$ cat src/rtl/riscv_mem_pkg.sv
// Shared encodings for the data-memory port arbiter: owner tags, arbiter FSM states
// and the byte-enable and wait-counter widths.
package riscv_mem_pkg;

  localparam int unsigned BE_W   = 4;
  localparam int unsigned WAIT_W = 8;

  typedef enum logic [1:0] {
    OWN_NONE = 2'd0,
    OWN_CPU  = 2'd1,
    OWN_DMA  = 2'd2
  } owner_e;

  typedef enum logic {
    ARB_CPU_PRI   = 1'b0,
    ARB_DMA_FORCE = 1'b1
  } arb_state_e;

endpackage

$ cat src/rtl/arb_starve_counter.sv
// Counts consecutive refused DMA cycles. The count saturates at MAX_WAIT.
// at_thresh_o is high when the next refusal would bring the count to MAX_WAIT.
module arb_starve_counter
  import riscv_mem_pkg::*;
#(
  parameter int unsigned MAX_WAIT = 8
) (
  input  logic clk,
  input  logic rst_n,
  input  logic inc_i,
  input  logic clr_i,
  output logic at_thresh_o
);

  logic [WAIT_W-1:0] cnt_q, cnt_d;

  always_comb begin
    cnt_d = cnt_q;
    if (clr_i) begin
      cnt_d = '0;
    end else if (inc_i && (cnt_q != WAIT_W'(MAX_WAIT))) begin
      cnt_d = cnt_q + WAIT_W'(1);
    end
  end

  always_ff @(posedge clk or negedge rst_n) begin
    if (!rst_n) begin
      cnt_q <= '0;
    end else begin
      cnt_q <= cnt_d;
    end
  end

  assign at_thresh_o = (cnt_q == WAIT_W'(MAX_WAIT - 1));

endmodule

$ cat src/rtl/dmem_port_arbiter.sv
// Single-port data BRAM arbiter. CPU has fixed priority, and a DMA grant is forced
// after MAX_WAIT refusals. Each granted read is tagged so the data returned one cycle later goes to its issuer.
module dmem_port_arbiter
  import riscv_mem_pkg::*;
#(
  parameter int unsigned ADDR_W   = 14,
  parameter int unsigned DATA_W   = 32,
  parameter int unsigned MAX_WAIT = 8
) (
  input  logic              clk,
  input  logic              rst_n,
  input  logic              cpu_req,
  input  logic [ADDR_W-1:0] cpu_addr,
  input  logic [BE_W-1:0]   cpu_we,
  input  logic [DATA_W-1:0] cpu_wdata,
  output logic              cpu_stall,
  output logic              cpu_rvalid,
  output logic [DATA_W-1:0] cpu_rdata,
  input  logic              dma_req,
  input  logic [ADDR_W-1:0] dma_addr,
  input  logic [BE_W-1:0]   dma_we,
  input  logic [DATA_W-1:0] dma_wdata,
  output logic              dma_gnt,
  output logic              dma_rvalid,
  output logic [DATA_W-1:0] dma_rdata,
  output logic              mem_en,
  output logic [ADDR_W-1:0] mem_addr,
  output logic [BE_W-1:0]   mem_we,
  output logic [DATA_W-1:0] mem_wdata,
  input  logic [DATA_W-1:0] mem_rdata
);

  arb_state_e state_q, state_d;
  owner_e     rd_tag_q, rd_tag_d;
  logic       cpu_grant, dma_grant;
  logic       at_thresh;
  logic       dma_refused;

  // Grants are made in the request cycle. Holding reset blocks all grants.
  always_comb begin
    state_d   = state_q;
    cpu_grant = 1'b0;
    dma_grant = 1'b0;
    if (rst_n) begin
      unique case (state_q)
        ARB_CPU_PRI: begin
          if (cpu_req) begin
            cpu_grant = 1'b1;
          end else if (dma_req) begin
            dma_grant = 1'b1;
          end
          if (dma_req && cpu_req && at_thresh) begin
            state_d = ARB_DMA_FORCE;
          end
        end
        ARB_DMA_FORCE: begin
          dma_grant = dma_req;
          state_d   = ARB_CPU_PRI;
        end
        default: state_d = ARB_CPU_PRI;
      endcase
    end
  end

  assign dma_refused = dma_req && !dma_grant;

  arb_starve_counter #(
    .MAX_WAIT(MAX_WAIT)
  ) u_starve (
    .clk        (clk),
    .rst_n      (rst_n),
    .inc_i      (dma_refused),
    .clr_i      (!dma_refused),
    .at_thresh_o(at_thresh)
  );

  // Record the owner of a granted read so that the data returned next cycle goes to that requester.
  always_comb begin
    rd_tag_d = OWN_NONE;
    if (cpu_grant && (cpu_we == '0)) begin
      rd_tag_d = OWN_CPU;
    end else if (dma_grant && (dma_we == '0)) begin
      rd_tag_d = OWN_DMA;
    end
  end

  always_ff @(posedge clk or negedge rst_n) begin
    if (!rst_n) begin
      state_q  <= ARB_CPU_PRI;
      rd_tag_q <= OWN_NONE;
    end else begin
      state_q  <= state_d;
      rd_tag_q <= rd_tag_d;
    end
  end

  assign mem_en    = cpu_grant || dma_grant;
  assign mem_addr  = dma_grant ? dma_addr : cpu_addr;
  assign mem_wdata = dma_grant ? dma_wdata : cpu_wdata;
  assign mem_we    = cpu_grant ? cpu_we : (dma_grant ? dma_we : '0);

  assign cpu_stall  = cpu_req && !cpu_grant;
  assign dma_gnt    = dma_grant;
  assign cpu_rvalid = (rd_tag_q == OWN_CPU);
  assign dma_rvalid = (rd_tag_q == OWN_DMA);
  assign cpu_rdata  = mem_rdata;
  assign dma_rdata  = mem_rdata;

endmodule

$ cat config.mk
export PLATFORM = sky130hd
export DESIGN_NAME = dmem_port_arbiter
export DESIGN_NICKNAME = d
export VERILOG_FILES = /design/src/rtl/riscv_mem_pkg.sv /design/src/rtl/arb_starve_counter.sv /design/src/rtl/dmem_port_arbiter.sv
export SDC_FILE = /design/constraint.sdc
export NUM_CORES = 1
export LEC_CHECK = 0
export CORE_AREA = 5 5 95 97
export CTS_CLUSTER_DIAMETER = 150
export CTS_CLUSTER_SIZE = 12
export DETAILED_ROUTE_END_ITERATION = 10
export DIE_AREA = 0 0 100 102
export MAX_ROUTING_LAYER = met4
export PLACE_DENSITY = 0.84
export SLEW_MARGIN = 0
export SYNTH_ARGS = -nofsm -noshare
export SYNTH_HDL_FRONTEND = slang
export SYNTH_SLANG_ARGS = --single-unit
$ cat constraint.sdc
create_clock -name clk -period 2.6 [get_ports clk]
set_input_delay 0.52 -clock clk [delete_from_list [all_inputs] [get_ports clk]]
set_output_delay 0.52 -clock clk [all_outputs]
set_load 0.005 [all_outputs]
-- Word-level counts from Yosys, hierarchy flattened
Cells that the tools add are included.
- flip-flop bits (word level): 11
- bits of input ports: 136
- output and inout bits: 119
- add/subtract/negate cells: 1
- equality and inequality tests: 5
- mux-type cells: 17
- bitwise logic cells: 1
- reductions and logical operators: 12
- operators by type and width (operator ; count):
    2-to-1 mux 32 bit ; 1
    2-to-1 mux 8 bit ; 2
    2-to-1 mux 14 bit ; 1
    adder 8 x 1 -> 8 bit, second input constant ; 1
    == test 8 x 3 -> 1 bit, second input constant ; 1
    zero test 4 bit ; 2
    2-to-1 mux 4 bit ; 2
    != test 8 x 4 -> 1 bit, second input constant ; 1
    logical AND 1 bit ; 7
    2-to-1 mux 1 bit ; 7
    2-to-1 mux 2 bit ; 2
    case mux 1 bit (2 select lines) ; 2
    == test 2 x 1 -> 1 bit, second input constant ; 1
    == test 2 bit, second input constant ; 1
    zero test 1 bit ; 2
    != test 2 bit, second input constant ; 1
    logical OR 1 bit ; 1
    NOT 1 bit ; 1

-- Depth between registers and ports, before layout
Gate-level depths: netlist of run 1.
- word-level depth: 9
- depth in mapped cells: 5
- mapped depth without buffers: 5

-- Hierarchy
From an unflattened synthesis of run 1, not the netlist that was laid out.
- cell total of the unflattened synthesis: 188
- area, all modules: 1960.6 µm²
- by module, submodules not included (module ; times used ; cells an instance ; area an instance (µm²)):
    dmem_port_arbiter ; 1 ; 140 ; 1498.9
    arb_starve_counter ; 1 ; 48 ; 461.7

-- Worst setup path before layout of run 1
Ideal clock, no wire load.
- path kind: input port to output port
- start point: in cpu_req
- end point: out mem_addr[0]
- arrival time: 1.333 ns
- path slack: 0.747 ns
- stages on the path: 4
- cells stage by stage: nor2b_4 > nor2_8 > buf_12 > mux2_4
- longest elaborated chain between the ends: 4
- ends and longest elaborated chain (item ; line ; text):
    start, declared ; dmem_port_arbiter.sv:12 ; input logic cpu_req,
    2-to-1 mux 1 bit ; dmem_port_arbiter.sv:47 ; if (cpu_req) begin
    case mux 1 bit (2 select lines) ; dmem_port_arbiter.sv:45 ; unique case (state_q)
    2-to-1 mux 1 bit ; dmem_port_arbiter.sv:44 ; if (rst_n) begin
    2-to-1 mux 14 bit ; dmem_port_arbiter.sv:98 ; assign mem_addr = dma_grant ? dma_addr : cpu_addr;
    end, declared ; dmem_port_arbiter.sv:27 ; output logic [ADDR_W-1:0] mem_addr,
Every way passes these cells.

-- Worst setup path after layout of run 1
- start point: in cpu_req
- end point: out mem_wdata[5]
- longest elaborated chain between the ends: 4
- ends and longest elaborated chain (item ; line ; text):
    2-to-1 mux 1 bit ; dmem_port_arbiter.sv:47 ;
    case mux 1 bit (2 select lines) ; dmem_port_arbiter.sv:45 ;
    2-to-1 mux 1 bit ; dmem_port_arbiter.sv:44 ;
    2-to-1 mux 32 bit ; dmem_port_arbiter.sv:99 ; assign mem_wdata = dma_grant ? dma_wdata : cpu_wdata;
    end, declared ; dmem_port_arbiter.sv:29 ; output logic [DATA_W-1:0] mem_wdata,
Every way passes these cells.

==> impl_metrics.env, run 1 <==
export IMPL_pin_count=255
export IMPL_cts_sinks=11
export IMPL_routed_via_density=4.36
export IMPL_synth_top_cell_area_share_pct=34.8
export IMPL_grt_overflow=0
export IMPL_grt_pass1_vias=1885
export IMPL_ys_seq_area_share_pct=14.2
export IMPL_std_cell_rows=33
export IMPL_use_met3_pct=6.28
export IMPL_gr_max_usage_layer="met2"
export IMPL_hold_viol_final=0
export IMPL_endpoint_kind="primary output"
export IMPL_setup_violations=0
export IMPL_routed_wl_mm=6.92
export IMPL_fp_dieW_um=100
export IMPL_syn_nets=324
export IMPL_drc=0
export IMPL_max_freq_ghz=0.391
export IMPL_synth_area_leader_cell="mux2_4"
export IMPL_dieArea_um2=10200
export IMPL_fin_skew_ns=0.000405
export IMPL_fp_dieH_um=102
export IMPL_leakage_nw=1.53
export IMPL_rsz0062_at_grt="false"
export IMPL_syn_area_um2=1940
export IMPL_ff_latch_area_um2=275
export IMPL_vias=1748
export IMPL_finalMaxSlewViolations=0
export IMPL_status="finished, final reports clean"
export IMPL_synth_warnings=0
export IMPL_worstPathArrival_ns=2.04
export IMPL_critPathRequiredTime_ns=2.08
export IMPL_syn_inst=186
export IMPL_synth_avg_cell_area_um2=10.4
export IMPL_async_flop_share_pct=100
export IMPL_pwr_density_cell_nw_per_um2=231
export IMPL_area_delta_synth_final_pct=72.9
export IMPL_path_class="in -> out"
export IMPL_place_gp_congestion=0.836
export IMPL_synth_ff_type="dfrtp_1"
export IMPL_clock_latency_ns=0.24
export IMPL_cts_made_buffers=3
export IMPL_stdcell_count=401
export IMPL_synth_cell_types=34
export IMPL_cp_max_fo=7
export IMPL_n_antenna_cell=0
export IMPL_antenna_found_initial=0
export IMPL_fin_area_um2=3360
export IMPL_grtUsageMet1_pct=14.0
export IMPL_dpl_hpwl_mm=5.53
export IMPL_postCtsHoldBufs=0
export IMPL_start_util_pct=24.1
export IMPL_cts_tree="yes"
export IMPL_setup_worst_path_start_class="input pin"
export IMPL_netlist_top_cells_area="mux2_4 35%, buf_4 25%, dfrtp_1 14%"
export IMPL_vdd_drop_max_uv=253
export IMPL_cts_max_level=1
export IMPL_use_met2_pct=19.8
export IMPL_track_usage_pct=12.6
export IMPL_wl_per_cell_um=17.2
export IMPL_drive_above_1_share_pct=25.3
export IMPL_clk_path_buf_depth=2
export IMPL_place_area_um2=3150
export IMPL_hold_path_class="in -> async"
export IMPL_fillers=818
export IMPL_dr_first_iter_drc_count=27
export IMPL_firstDrtPassIters=4
export IMPL_synth_edf_count=0
export IMPL_cts_root_buf="clkbuf_8"
export IMPL_ant_nets=0
export IMPL_tightestPinTransition_ns=0.565
export IMPL_grt_pass1_wl_mm=9.92
export IMPL_final_nets=435
export IMPL_portBuffers=158
export IMPL_fin_crit_sh_pct=98.4
export IMPL_clk_pin_slew_ns=0.05
export IMPL_dp_cells=386
export IMPL_drv_cap=0
export IMPL_multi_input_area_um2=1070
export IMPL_relSlewSlack_pct=62.1
export IMPL_core_um2=8050
export IMPL_grt_start_max_net_pins=16
export IMPL_ys_ff_latch=11
export IMPL_fin_crit_ns=2.56
where the power goes:
group	total, mW	switching [mW]	leakage, nW	internal (mW)
clock network	0.170	0.0629	0.0228	0.108
logic	0.425	0.113	1.35	0.312
registers	0.179	0.00448	0.152	0.175
total	0.775	0.181	1.53	0.594
worst max-delay path: stages:
cell and delay (ns):
dlygate4sd2_1 0.25, nor2b_4 0.15, nor2_8 0.12, buf_12 0.13
buf_16 0.13, mux2_4 0.29, clkdlybuf4s50_1 0.45
cells in the mapped netlist (all sizes together), types with 3 or more instances:
master	n
a22o	4
inv	4
nand2	7
or3	3
buf	70
nor2	4
nor2b	3
nor3	3
or4	3
a21oi	6
nand3	4
dfrtp	11
mux2	46
o21ai	5
area by class of cell:
class                           instances  share of cell area [%]
Clock buffer                            4                    1.34
Inverter                                4                   0.447
Multi-Input combinational cell        101                    31.9
Sequential cell                        11                    8.20
Tap cell                              105                    3.91
Timing Repair Buffer                  176                    54.2
state kept, by name (all words and copies together) (netlist names):
name            count
u_starve.cnt_q      8
rd_tag_q            2
state_q             1
cell families (layout without fill, tap and decap cells):
group                      Yosys count  in the layout  share of synthesized area, %
buffers and inverters               74            184                          30.7
DFF                                 11             11                          14.2
muxes                               46             46                          35.4
and+or+nand+nor                     34             34                          11.9
AOI/OAI and AO/OA                   17             17                          5.73
xor gates and xnor gates             2              2                         0.902
adders and majority gates            2              2                          1.29
path summary, 6_finish.rpt:
check                                               from                            end  slack (ns)  cells past startpoint
setup / recovery                                 cpu_req                   mem_wdata[5]        0.04                      7
hold reg to reg                      state_q$_DFFE_PN0P_            state_q$_DFFE_PN0P_        0.58                      2
max in group asynchronous                          rst_n  u_starve.cnt_q[0]$_DFFE_PN0P_        2.06                      2
hold / removal                                     rst_n            state_q$_DFFE_PN0P_        0.37                      2
min in group clk                     state_q$_DFFE_PN0P_            state_q$_DFFE_PN0P_        0.58                      2
setup reg to reg           u_starve.cnt_q[0]$_DFFE_PN0P_  u_starve.cnt_q[2]$_DFFE_PN0P_        1.19                      5
repair_timing:
action,CTS,global route
endpoints found under the hold margin,0,0
resized for setup,48,8
buffers inserted,8,0
gates cloned,3,0
endpoints found under the setup margin,52,16
pin swaps,0,1
metrics by stage:
| stage | TNS [ns] | setup slack, ns | power [mW] | hold WS (ns) | util (%) |
|---|---|---|---|---|---|
| 2_1_floorplan | 0 | 0.747 | 0.403 | 0.224 | - |
| 3_3_place_gp | -7.72 | -0.185 | 0.607 | 0.537 | 39.1 |
| 3_5_place_dp | -8.45 | -0.196 | 0.616 | 0.566 | 39.1 |
| 4_1_cts | 0 | 0.0111 | 0.791 | 0.375 | 41.5 |
| 5_1_grt | 0 | 0.00419 | 0.815 | 0.395 | 41.7 |
| 6_report | 0 | 0.0405 | 0.775 | 0.374 | 41.7 |
layer usage:
| metal | vias to the layer above | wire length [um] |
|---|---|---|
| met2 | 137 | 3150 |
| li1 | 806 | - |
| met4 | 0 | 146 |
| met3 | 13 | 909 |
| met5 | - | 0 |
| met1 | 792 | 2710 |
placed cells by master, fill, tap and decap left out, types with 2 or more instances in the layout:
| cell | netlist | routed |
|---|---|---|
| or3_1 | 3 | 3 |
| o21ai_0 | 3 | 3 |
| nand3_1 | 3 | 3 |
| a22o_1 | 4 | 4 |
| nand4_1 | 2 | 2 |
| mux2_4 | 45 | 45 |
| nand2_1 | 6 | 6 |
| clkdlybuf4s50_1 | 0 | 110 |
| a21oi_1 | 6 | 6 |
| nor2_1 | 3 | 3 |
| dlymetal6s2s_1 | 0 | 8 |
| ha_1 | 2 | 2 |
| dlygate4sd2_1 | 0 | 37 |
| buf_16 | 0 | 3 |
| o21ai_1 | 2 | 2 |
| clkdlybuf4s15_1 | 0 | 3 |
| buf_12 | 4 | 3 |
| buf_4 | 64 | 10 |
| clkbuf_8 | 0 | 3 |
| dfrtp_1 | 11 | 11 |
| nor3_1 | 2 | 2 |
| or4_1 | 2 | 2 |
| xor2_1 | 2 | 2 |
| nor2b_1 | 2 | 2 |
| and2_1 | 2 | 2 |
| inv_1 | 4 | 4 |
No activity file was read; power rests on OpenSTA's default activity.
==> run 2, diff against run 1 <==
- clock period: 2.6 -> 3 ns (I/O delays scaled with it)
==> impl_metrics.env, run 2 (synthesis results as in run 1) <==
export IMPL_place_gp_congestion=0.829
export IMPL_vias=1697
export IMPL_routed_wl_mm=6.45
export IMPL_final_common_cell="clkdlybuf4s50_1"
export IMPL_endpoint_kind="primary output"
export IMPL_hold_viol_final=0
export IMPL_track_usage_pct=11.5
export IMPL_start_util_pct=24.1
export IMPL_power_mw=0.678
export IMPL_drv_cap=0
export IMPL_clk_path_buf_depth=2
export IMPL_dp_slack_ns=0.0497
export IMPL_cts_root_buf="clkbuf_8"
export IMPL_drc=0
export IMPL_dr_first_iter_drc_count=21
export IMPL_grt_start_max_net_pins=27
export IMPL_grt_pass1_vias=1784
export IMPL_wl_per_cell_um=16.6
export IMPL_fin_area_um2=3220
export IMPL_clock_latency_ns=0.24
export IMPL_dpl_hpwl_mm=5.48
export IMPL_mostFrequentLayoutCells="149 x clkdlybuf4s50_1, 45 x mux2_4, 11 x dfrtp_1"
export IMPL_reg_top3="u_starve.cnt_q (8), rd_tag_q (2), state_q (1)"
export IMPL_area_delta_synth_final_pct=65.6
export IMPL_setup_worst_path_start_class="input pin"
export IMPL_cts_made_buffers=3
export IMPL_final_nets=423
export IMPL_place_area_um2=3140
export IMPL_worstPathArrival_ns=2.35
export IMPL_grt_pass1_wl_mm=9.10
export IMPL_cts_tree="yes"
export IMPL_leakage_nw=1.38
export IMPL_fp_dieH_um=102
export IMPL_vdd_drop_max_uv=170
export IMPL_cts_setup_buffers=0
export IMPL_multi_input_area_um2=1070
export IMPL_ff_latch_area_um2=275
export IMPL_dieArea_um2=10200
export IMPL_core_um2=8050
export IMPL_portBuffers=158
export IMPL_setup_slack_ns=0.0543
export IMPL_relSlewSlack_pct=62.7
export IMPL_path_class="in -> out"
export IMPL_max_freq_ghz=0.339
export IMPL_tightestPinTransition_ns=0.556
export IMPL_cts_sinks=11
export IMPL_critPathRequiredTime_ns=2.40
export IMPL_hold_path_class="reg -> reg"
export IMPL_fillers=769
export IMPL_rsz0062_at_grt="true"
export IMPL_fp_dieW_um=100
export IMPL_clk_pin_slew_ns=0.05
export IMPL_status="finished, final reports clean"
export IMPL_regMostFlops="u_starve.cnt_q"
export IMPL_fin_skew_ns=0.00217
export IMPL_largest_reg_flops=8
export IMPL_std_cell_rows=33
export IMPL_n_antenna_cell=0
export IMPL_ant_nets=0
export IMPL_finalMaxSlewViolations=0
export IMPL_post_route_util_pct=39.9
export IMPL_firstDrtPassIters=4
export IMPL_fin_crit_ns=2.95
export IMPL_drive_above_1_share_pct=22.9
export IMPL_antenna_found_initial=0
export IMPL_fin_crit_sh_pct=98.2
export IMPL_cts_max_level=1
export IMPL_cp_max_fo=26
export IMPL_pin_count=255
export IMPL_routed_via_density=4.36
export IMPL_grt_overflow=0
export IMPL_fin_setup_tns_ns=0
export IMPL_setup_violations=0
export IMPL_pwr_density_cell_nw_per_um2=211
## run 2: cell count changes in the layout (fill, tap and decap cells not counted), sizes merged
cell	before	now
clkinv	0	1
clkdlybuf4s50	110	149
dlygate4sd2	37	0
clkdlybuf4s15	3	0
clkbuf	4	3
buf	17	6
dlymetal6s2s	8	9
bufbuf	1	0
## run 2: report_power, final
group	switching (mW)	internal, mW	total [mW]
clock	0.0602	0.0916	0.152
sequential	0.00373	0.151	0.155
combinational	0.0950	0.276	0.372
total	0.159	0.519	0.678
## run 2: cell type report
type	count	share of cell area [%]
timing repair buffer	164	52.1
multi-input combinational	101	33.4
clock inverter	1	0.156
inverter	4	0.467
sequential	11	8.56
clock buffer	3	1.28
tap	105	4.09
## run 2: per-layer routing
layer / global-route usage [%] / up-vias / part of all wire (%)
li1: - / 779 / -
met1: 12.1 / 768 / 37
met2: 19.5 / 142 / 48
met3: 5.19 / 8 / 13
met4: 3.11 / 0 / 1.1
met5: - / - / 0
## run 2: what timing repair did
| item | CTS | global route |
|---|---|---|
| resized for setup | 0 | 10 |
| setup endpoints to repair | 0 | 12 |
| hold buffers | 0 | 0 |
## run 2: stage by stage
step | instances | hold slack (ns)
finish | 389 | 0.560
global route | 389 | 0.622
CTS | 389 | 0.562
detailed placement | 385 | 0.552
global placement | 385 | 0.536
floorplan | 186 | 0.304
## run 2: worst paths after layout
kind / from / endpoint / slack (ns) / cells after the start
setup / recovery: rst_n / mem_wdata[31] / 0.05 / 6
hold / removal: state_q$_DFFE_PN0P_ / state_q$_DFFE_PN0P_ / 0.56 / 2
setup reg to reg: u_starve.cnt_q[0]$_DFFE_PN0P_ / u_starve.cnt_q[2]$_DFFE_PN0P_ / 1.58 / 5
hold reg to reg: state_q$_DFFE_PN0P_ / state_q$_DFFE_PN0P_ / 0.56 / 2
max in group asynchronous: rst_n / u_starve.cnt_q[1]$_DFFE_PN0P_ / 2.12 / 2
min in group asynchronous: rst_n / u_starve.cnt_q[6]$_DFFE_PN0P_ / 0.71 / 2
## run 2: worst max-delay path, stage by stage
cell	delay, ns
clkdlybuf4s50_1	0.49
nand2_2	0.10
nor2_8	0.12
buf_12	0.21
mux2_2	0.35
clkdlybuf4s50_1	0.44
